## config.mk

```make
export PLATFORM = sky130hd
export DESIGN_NAME = ps2_rx
export DESIGN_NICKNAME = d
export VERILOG_FILES = /design/src/rtl/ps2_rx.sv
export SDC_FILE = /design/constraint.sdc
export NUM_CORES = 1
export LEC_CHECK = 0
export BUFFER_PORTS_ARGS = -buffer_cell sky130_fd_sc_hd__buf_2
export CAP_MARGIN = 25
export CORE_ASPECT_RATIO = 0.5
export CORE_UTILIZATION = 53
export CTS_CLUSTER_DIAMETER = 200
export DETAILED_ROUTE_END_ITERATION = 8
export GPL_ROUTABILITY_DRIVEN = 0
export PLACE_DENSITY = 0.79
export RECOVER_POWER = 100
export SYNTH_ARGS = -nofsm -noshare
export SYNTH_HDL_FRONTEND = slang
export SYNTH_SLANG_ARGS = --single-unit
```

## constraint.sdc

```tcl
create_clock -name Clock -period 1.4 [get_ports Clock]
set_input_delay 0.07 -clock Clock [delete_from_list [all_inputs] [get_ports Clock]]
set_output_delay 0.07 -clock Clock [all_outputs]
set_load 0.005 [all_outputs]
```

## src/rtl/ps2_rx.sv

```systemverilog
// ps2_rx: PS/2 keyboard receiver.
//
// Deserializes the asynchronous PS2_CLK/PS2_DAT pair into 8-bit scan-code bytes.
// Each frame is 11 bits: start (0), eight data bits LSB first, odd parity, stop (1).
// Make, break (0xF0) and extended (0xE0) codes are passed through undecoded.
//
// Parameters:
//   FILTER_LEN     - consecutive equal synchronized samples before the filtered clock moves
//   TIMEOUT_CYCLES - Clock cycles without a falling edge, mid-frame, before abandoning a frame
//
// Ports:
//   Clock     - system clock, rising edge
//   nReset    - asynchronous active-low reset
//   PS2_CLK   - keyboard clock (asynchronous, idle high)
//   PS2_DAT   - keyboard data (asynchronous, idle high)
//   data      - last good byte, held until the next good byte
//   data_en   - one-cycle strobe, data valid in the same cycle
//   frame_err - one-cycle strobe on a rejected or timed-out frame
//
// Build option:
//   PS2_PARITY_CHECK_EN - when defined, frames with bad odd parity are rejected;
//                         otherwise the parity bit is consumed and ignored.

module ps2_rx #(
    parameter int unsigned FILTER_LEN     = 8,
    parameter int unsigned TIMEOUT_CYCLES = 50000
) (
    input  logic       Clock,
    input  logic       nReset,
    input  logic       PS2_CLK,
    input  logic       PS2_DAT,
    output logic [7:0] data,
    output logic       data_en,
    output logic       frame_err
);

    localparam int unsigned FW = $clog2(FILTER_LEN + 1);
    localparam int unsigned TW = $clog2(TIMEOUT_CYCLES + 1);

    typedef enum logic [1:0] {
        StIdle,
        StData,
        StParity,
        StStop
    } t_state;

    // Synchronizers, reset to the idle-high line level.
    logic [1:0]    r_clk_sync;
    logic [1:0]    r_dat_sync;
    logic          w_clk_s;
    logic          w_dat_s;

    // Clock filter and edge detect.
    logic          r_fclk;
    logic          w_fclk_next;
    logic [FW-1:0] r_filt_cnt;
    logic [FW-1:0] w_filt_next;
    logic          r_fall;
    logic          w_fall_next;

    // Frame FSM and datapath.
    t_state        r_state;
    t_state        w_state_next;
    logic [2:0]    r_bit_cnt;
    logic [2:0]    w_bit_next;
    logic [7:0]    r_shift;
    logic [7:0]    w_shift_next;
    logic [TW-1:0] r_to_cnt;
    logic [TW-1:0] w_to_next;
    logic          w_timeout;
    logic          w_par_ok;

    logic [7:0]    r_data;
    logic [7:0]    w_data_next;
    logic          r_data_en;
    logic          w_data_en_next;
    logic          r_frame_err;
    logic          w_frame_err_next;

    assign w_clk_s = r_clk_sync[1];
    assign w_dat_s = r_dat_sync[1];

    // Filtered clock follows the synchronized clock only once it has disagreed
    // for FILTER_LEN consecutive samples; any agreeing sample restarts the count.
    always_comb begin
        w_fclk_next = r_fclk;
        w_filt_next = r_filt_cnt;
        if (w_clk_s == r_fclk) begin
            w_filt_next = '0;
        end else if (r_filt_cnt >= FW'(FILTER_LEN - 1)) begin
            w_fclk_next = w_clk_s;
            w_filt_next = '0;
        end else begin
            w_filt_next = r_filt_cnt + 1'b1;
        end
        w_fall_next = r_fclk & ~w_fclk_next;
    end

`ifdef PS2_PARITY_CHECK_EN
    logic r_parity;
    logic w_parity_next;

    // Odd parity: data bits plus parity bit must contain an odd number of ones.
    assign w_par_ok = ^{r_shift, r_parity};

    always_comb begin
        w_parity_next = r_parity;
        if (r_state == StParity && r_fall) begin
            w_parity_next = w_dat_s;
        end
    end

    always_ff @(posedge Clock or negedge nReset) begin
        if (!nReset) begin
            r_parity <= 1'b0;
        end else begin
            r_parity <= w_parity_next;
        end
    end
`else
    assign w_par_ok = 1'b1;
`endif

    // A fall in the same cycle as the timeout wins: the frame keeps going.
    assign w_timeout = (r_state != StIdle) && !r_fall && (r_to_cnt == TW'(TIMEOUT_CYCLES));

    always_comb begin
        w_state_next     = r_state;
        w_bit_next       = r_bit_cnt;
        w_shift_next     = r_shift;
        w_data_next      = r_data;
        w_data_en_next   = 1'b0;
        w_frame_err_next = 1'b0;

        if (r_fall || r_state == StIdle) begin
            w_to_next = '0;
        end else if (r_to_cnt != TW'(TIMEOUT_CYCLES)) begin
            w_to_next = r_to_cnt + 1'b1;
        end else begin
            w_to_next = r_to_cnt;
        end

        unique case (r_state)
            StIdle: begin
                // A fall with data high is a spurious edge, not a start bit.
                if (r_fall && !w_dat_s) begin
                    w_state_next = StData;
                    w_bit_next   = 3'd0;
                end
            end
            StData: begin
                if (r_fall) begin
                    w_shift_next = {w_dat_s, r_shift[7:1]};
                    if (r_bit_cnt == 3'd7) begin
                        w_state_next = StParity;
                    end else begin
                        w_bit_next = r_bit_cnt + 3'd1;
                    end
                end
            end
            StParity: begin
                if (r_fall) begin
                    w_state_next = StStop;
                end
            end
            StStop: begin
                if (r_fall) begin
                    w_state_next = StIdle;
                    if (w_dat_s && w_par_ok) begin
                        w_data_next    = r_shift;
                        w_data_en_next = 1'b1;
                    end else begin
                        w_frame_err_next = 1'b1;
                    end
                end
            end
            default: w_state_next = StIdle;
        endcase

        if (w_timeout) begin
            w_state_next     = StIdle;
            w_frame_err_next = 1'b1;
        end
    end

    always_ff @(posedge Clock or negedge nReset) begin
        if (!nReset) begin
            r_clk_sync  <= 2'b11;
            r_dat_sync  <= 2'b11;
            r_fclk      <= 1'b1;
            r_filt_cnt  <= '0;
            r_fall      <= 1'b0;
            r_state     <= StIdle;
            r_bit_cnt   <= 3'd0;
            r_shift     <= 8'h00;
            r_to_cnt    <= '0;
            r_data      <= 8'h00;
            r_data_en   <= 1'b0;
            r_frame_err <= 1'b0;
        end else begin
            r_clk_sync  <= {r_clk_sync[0], PS2_CLK};
            r_dat_sync  <= {r_dat_sync[0], PS2_DAT};
            r_fclk      <= w_fclk_next;
            r_filt_cnt  <= w_filt_next;
            r_fall      <= w_fall_next;
            r_state     <= w_state_next;
            r_bit_cnt   <= w_bit_next;
            r_shift     <= w_shift_next;
            r_to_cnt    <= w_to_next;
            r_data      <= w_data_next;
            r_data_en   <= w_data_en_next;
            r_frame_err <= w_frame_err_next;
        end
    end

    assign data      = r_data;
    assign data_en   = r_data_en;
    assign frame_err = r_frame_err;

endmodule
```

==> impl_results.md, run 1 <==
- Status: finished with violations
- Violated checks: setup timing
- R2R depth: 7
- Pleak: 1.42 nW
- Layout Nets: 249
- PortBufs: 13
- WL final: roughly 4900 um
- Rows: 16
- Final Instance Area: 2940 um^2
- Drc violations: 0
- # diodes: 0
- Core area: a little under 4000 um^2
- Vias in the first global route: ~1,400
- Seq/Total Area, Yosys: 55.6%
- Detailed Place HPWL: about 2800 um
- Htree depth: 2
- Final Max Slew Viols: 0
- Rel. slew slack: 57.0%
- Setup WS post-layout: -178 ps
- Largest net degree at the start of global routing: 50
- Starting Density: between 50% and 60%
- Yosys warns: 0
- IO Pins: 14
- Seq cells post-synth: 49
- Clock sinks: 49
- Hold Slack: about 360 ps
- Hold Path Class: reg2reg
- Avg Cell Area, Syn: 12.0 um^2
- GRT Overall Usage: roughly 20%
- Mapped cell area: between 2000 and 2500 um^2
- Tcrit/Tclk final: 113%
- FMAX: about 630 MHz
- Clk root buf: clkbuf_8
- Crit Path Category: reg2reg
- Die width: ~93 um
- Final ANT Viol Nets: 0
- Net Count, Synth: 198
- CP max FO: 6
- Synthesis-to-finish area growth: 32.7%
- Tightest Pin Transition: between 600 and 700 ps
- Reg clk slew, reported paths: 90 ps
- Max VDD drop: 838 uV
- First-pass GRT wire length: about 6300 um
- Share of cells above drive strength 1: between 40% and 50%
- Longest Clk Path Bufs: 2
- Worst hold path depth: 0
- Top-area cell type share of the netlist area: a little under 50%
- RSZ-0062 raised after global routing: true
- Fin crit period: approximately 1600 ps
- Final setup viols: 22
- Vias/cell: ~5.6
- Synth area leader: dfrtp_1
- Drt pass-1 iters: 4
- GR Overflow Total: 0
- Area contributors post-synth: dfrtp_1 50%, mux2_2 9.1%, dfstp_2 5.9%
- Final Skew: roughly 7.5 ps
- Die H: about 48 um
- Power Dens Cells: roughly 1400 nW/um^2
- Total Neg Setup Slack: -1410 ps
- Worst-Skew Late Latency: roughly 300 ps
- Cts bufs inserted: 5
- Crit path arrival time: about 1800 ps
- Crit path launch type: flop
- WP data required: 1600 ps
- Vias: approximately 1,600
- Max-cap viol count: 0
- Post-Syn Instances: between 150 and 200
- Antenna violations before repair: 0
- Die area: ~4500 um^2
- Hold Vio Cnt, Final: 0
- Endpoint type of the worst setup path: flop
- Post-place instance area: about 2600 um^2
- Distinct cells, synth: 36
- Iter 0 DRT Violations: 38
- TritonCTS clock tree: yes
- WL/cell: about 17 um
==> cell type report <==
cell class,instances,area [um^2]
Inverter,7,26.3
Tap cell,54,67.6
Fill cell,234,1020
Clock inverter,2,13.8
Sequential cell,49,1240
Multi-Input combinational cell,126,1160
Timing Repair Buffer,47,357
Clock buffer,6,72.6
==> worst max-delay path, stage by stage (launching register included) <==
cell      delay (ps)
dfrtp_1          400
ha_2             210
ha_4             170
a22oi_1          190
o211ai_1         150
buf_4            190
nand2_1          100
o21ai_1           70
==> per-layer routing <==
layer  GRT usage (%)  wire [um]  vias up
li1                -          -      742
met2            35.7       2520       36
met4            6.46        194        0
met3            7.14        144       19
met1            23.1       2030      825
met5               0          0        -
==> cells in the final DEF (no fill, tap or decap), types with 5 or more instances in the layout <==
cell,instances
mux2_2,17
xnor2_1,7
dfrtp_2,8
nor2_1,16
nand3_1,5
dfrtp_1,36
buf_2,10
clkbuf_8,5
buf_4,26
ha_4,5
xor2_1,5
nand2_1,13
dfstp_2,5
==> timing repair <==
item / CTS / global route
gates resized for setup: 6 / 43
endpoints found under the setup margin: 29 / 38
endpoints found under the hold margin: 51 / 0
hold buffers: 3 / 0
setup buffers: 3 / 6
pin swaps: 5 / 8
==> power breakdown <==
part	internal, W	switching (W)
logic	0.000794	0.000735
clock network	0.000357	0.000473
registers	0.00157	0.000178
total	0.00272	0.00138
==> registers in the layout, summed over array words and instances (netlist names) <==
signal and cells:
frame_err 1, r_clk_sync 2, data_en 1, data 8, r_fall 1, r_bit_cnt 3, r_shift 8, r_dat_sync 2
r_fclk 1, r_filt_cnt 4, r_state 2, r_to_cnt 16
==> final timing paths <==
check,start,end,slack (ps)
min in group asynchronous,nReset,r_to_cnt[11],420
worst min register to register,r_dat_sync[0],r_dat_sync[1],360
worst max-delay path,r_bit_cnt[0],r_bit_cnt[2],-180
max in group asynchronous,nReset,r_state[1],500
worst min-delay path,r_dat_sync[0],r_dat_sync[1],360
worst max register to register,r_bit_cnt[0],r_bit_cnt[2],-180
==> through the flow <==
stage	instances	power (W)	util, %	setup WS (ps)
4_1_cts	285	0.00365	68.4	-107
5_1_grt	291	0.00433	74.3	-239
2_1_floorplan	185	0.00237	-	-4.05
3_3_place_gp	271	0.00265	64.6	-82.0
3_5_place_dp	271	0.00273	64.6	-188
6_report	291	0.00411	74.3	-178
==> cells in the mapped netlist <==
| cell type | n |
|---|---|
| mux2i_1 | 1 |
| nand3b_1 | 1 |
| nand4_2 | 1 |
| dfrtp_1 | 44 |
| nor2_1 | 19 |
| inv_1 | 7 |
| buf_2 | 3 |
| dfstp_2 | 5 |
| xnor2_1 | 7 |
| or2_2 | 1 |
| and4bb_2 | 2 |
| a211oi_1 | 1 |
| nand2b_1 | 3 |
| a21oi_1 | 6 |
| xor2_1 | 5 |
| and3_1 | 2 |
| o22ai_1 | 1 |
| nand2_1 | 14 |
| o211ai_1 | 1 |
| nand4_1 | 2 |
| or3_1 | 2 |
| nor3b_1 | 2 |
| nor3_1 | 5 |
| and4_1 | 1 |
| a22oi_1 | 1 |
| nor4_2 | 3 |
| mux2_2 | 18 |
| ha_1 | 9 |
| nor4_1 | 1 |
| o21ai_0 | 5 |
| nand3_1 | 5 |
| nand3_2 | 1 |
| nor2_2 | 2 |
| a2bb2oi_1 | 1 |
| a21o_1 | 1 |
| nand4_4 | 2 |
==> kinds of logic (layout without fill, tap and decap cells) <==
kind of cell,Yosys count,count (layout),synth area share (%)
AND/OR/NAND/NOR,69,69,18.7
flip-flops,49,49,55.6
multiplexers,19,19,9.59
AO/OA/AOI/OAI,17,17,4.51
XOR/XNOR,12,12,4.74
buffers and inverters,10,62,1.86
adder cells (fa/ha/maj),9,9,5.08
(Power assumes the default switching activity.)
==> run 2, diff against run 1 <==
- PLACE_DENSITY: 0.79 -> 0.81
==> run 2 against run 1 <==
Effect of this change:
- die area unchanged
- clock power increased by 4.0%
- routed wire length increased by 18%
- the run still ends with setup timing left
- critical path type unchanged
- sequential power about the same
- final area increased by 3.7%
- critical endpoint is now r_state[1]
- count of clock-buffer cells in the layout decreased by 1
- setup slack improved by 48 ps
- global-route usage increased by 4.6 points
- fmax increased by 3.1%
- largest cell class unchanged
- hold slack got worse by 170 ps
==> impl_results.md, run 2 (synthesis gave the netlist of run 1 again) <==
- Status: finished with violations
- Violated checks: setup timing
- Most flops, register: r_to_cnt
- Clk root buf: clkbuf_8
- Critical path's slowest cell: dfrtp_2
- GRT busiest layer: met2
- TritonCTS clock tree: yes
- Commonest non-fill, non-tap cell in the layout: dfrtp_1
- PortBufs: 13
- WP data required: 1640 ps
- Vias: roughly 1,700
- Max VDD drop: 1250 uV
- Crit path arrival time: 1770 ps
- Sw Ratio: a little over a third
- Final setup viols: 29
- Met1 Track Usage GR: roughly 26%
- Most frequent cells in the layout: 33 x dfrtp_1, 24 x buf_4, 17 x mux2_2
- Final ANT Viol Nets: 0
- GR Overflow Total: 0
- Final Max Slew Viols: 0
- Drc violations: 0
- WL final: about 5800 um
- Post-place instance area: about 2600 um^2
- Pleak: 1.46 nW
- IO Pins: 14
- Die width: 93.5 um
- Power share of the sequential group: approximately two fifths
- Internal: roughly 0.0028 W
- FMAX: 653 MHz
- Crit path launch type: flop
- Setup WS post-layout: -131 ps
- First-pass GRT wire length: 7710 um
- Tot Pwr: between 0.004 and 0.005 W
- Reg clk slew, reported paths: approximately 100 ps
- RSZ-0062 raised after global routing: true
- Longest Clk Path Bufs: 2
- Number of flip-flops in the largest register: 16
- Endpoint type of the worst setup path: flop
- Hold Path Class: in2async
- Core area: 3960 um^2
- Htree depth: 2
- Largest net degree at the start of global routing: 42
- Layout Nets: ~250
- Psw: ~0.0015 W
- Vias in the first global route: 1,633
- Largest stage delay, worst path: 450 ps
- Starting Density: between 50% and 60%
- Crit Path Category: reg2reg
- Cts bufs inserted: 5
- Detailed Place HPWL: just under 3000 um
- Crit path cell chain: inv_2, ha_4, nor2_4, a2bb2oi_4, mux2_4, nor3_2
- Power Dens Cells: roughly 1400 nW/um^2
- Iter 0 DRT Violations: 74
- Hold Vio Cnt, Final: 0
- Fin crit period: 1530 ps
- Worst-Skew Late Latency: approximately 320 ps
- Met2 GRT Util: a little under half
- Top delay family on crit path: flip-flops
- Final Skew: roughly 11 ps
- Share of cells above drive strength 1: between 50% and 60%
- Rows: 16
- Synthesis-to-finish area growth: 37.7%
- Clock sinks: 49
- Die area: about 4500 um^2
- Antenna violations before repair: 0
- Clock power frac: around 20%
- Vias/cell: about 5.7
- WL/cell: approximately 20 um
- Drt pass-1 iters: 4
- GRT Overall Usage: between 20 and 25%
- Max-cap viol count: 0
- CP max FO: 4
- Met3 GRT Util: under 10%
- Rel. slew slack: between 60% and 70%
- Buf/Inv on CP: 1
- Die H: around 48 um
- # diodes: 0
- Final Instance Area: 3050 um^2
- Gate power share: 39.0%
- Tightest Pin Transition: 565 ps
- Tcrit/Tclk final: 109%
run 2: stage by stage:
| stage | utilization, % | cells | setup slack [ps] | hold WS (ps) | setup TNS (ps) |
|---|---|---|---|---|---|
| final | 77.1 | 295 | -131 | 189 | -1110 |
| after global routing | 77.1 | 295 | -185 | 217 | -2830 |
| after CTS | 71.7 | 285 | -54.8 | 146 | -183 |
| after detailed placement | 64.6 | 271 | -120 | -65.3 | -1640 |
| after global placement | 64.6 | 271 | -35.7 | -68.8 | -311 |
| after floorplan | - | 185 | -4.05 | -226 | -4.05 |
run 2: layer usage:
layer,wire length (um),vias up
li1,-,755
met3,214,19
met2,3130,47
met4,177,0
met5,0,-
met1,2250,861
run 2: path summary, 6_finish.rpt:
| check | from | end | slack, ps | depth (start not counted) |
|---|---|---|---|---|
| min | nReset | data[4] | 190 | 2 |
| max | r_state[0] | r_state[1] | -130 | 6 |
| max in group asynchronous | nReset | r_to_cnt[13] | 210 | 3 |
| min in group Clock | r_clk_sync[0] | r_clk_sync[1] | 370 | 0 |
| min reg2reg | r_clk_sync[0] | r_clk_sync[1] | 370 | 0 |
| max reg2reg | r_state[0] | r_state[1] | -130 | 6 |
run 2: final cells by class:
| cell class | count | area [um^2] |
|---|---|---|
| clock inverter | 3 | 21.3 |
| inverter | 7 | 28.8 |
| multi-input combinational | 126 | 1220 |
| clock buffer | 5 | 68.8 |
| tap | 54 | 67.6 |
| fill | 217 | 910 |
| sequential | 49 | 1250 |
| timing repair buffer | 51 | 400 |
run 2: what timing repair did:
action / 4_1_cts / 5_1_grt
cloned: 0 / 0
gates resized for setup: 27 / 44
hold buffers: 3 / 0
buffers inserted: 3 / 10
pin swaps: 11 / 22
setup endpoints to repair: 30 / 42
endpoints found under the hold margin: 48 / 0
run 2: power groups by stage:
stage | registers, W | logic, W | clock network [W]
5_1_grt | 0.00178 | 0.00179 | 0.000925
6_report | 0.00177 | 0.00169 | 0.000862
4_1_cts | 0.00173 | 0.00123 | 0.000867
2_1_floorplan | 0.00170 | 0.000675 | 0
3_3_place_gp | 0.00170 | 0.000956 | 0
3_5_place_dp | 0.00172 | 0.00101 | 0
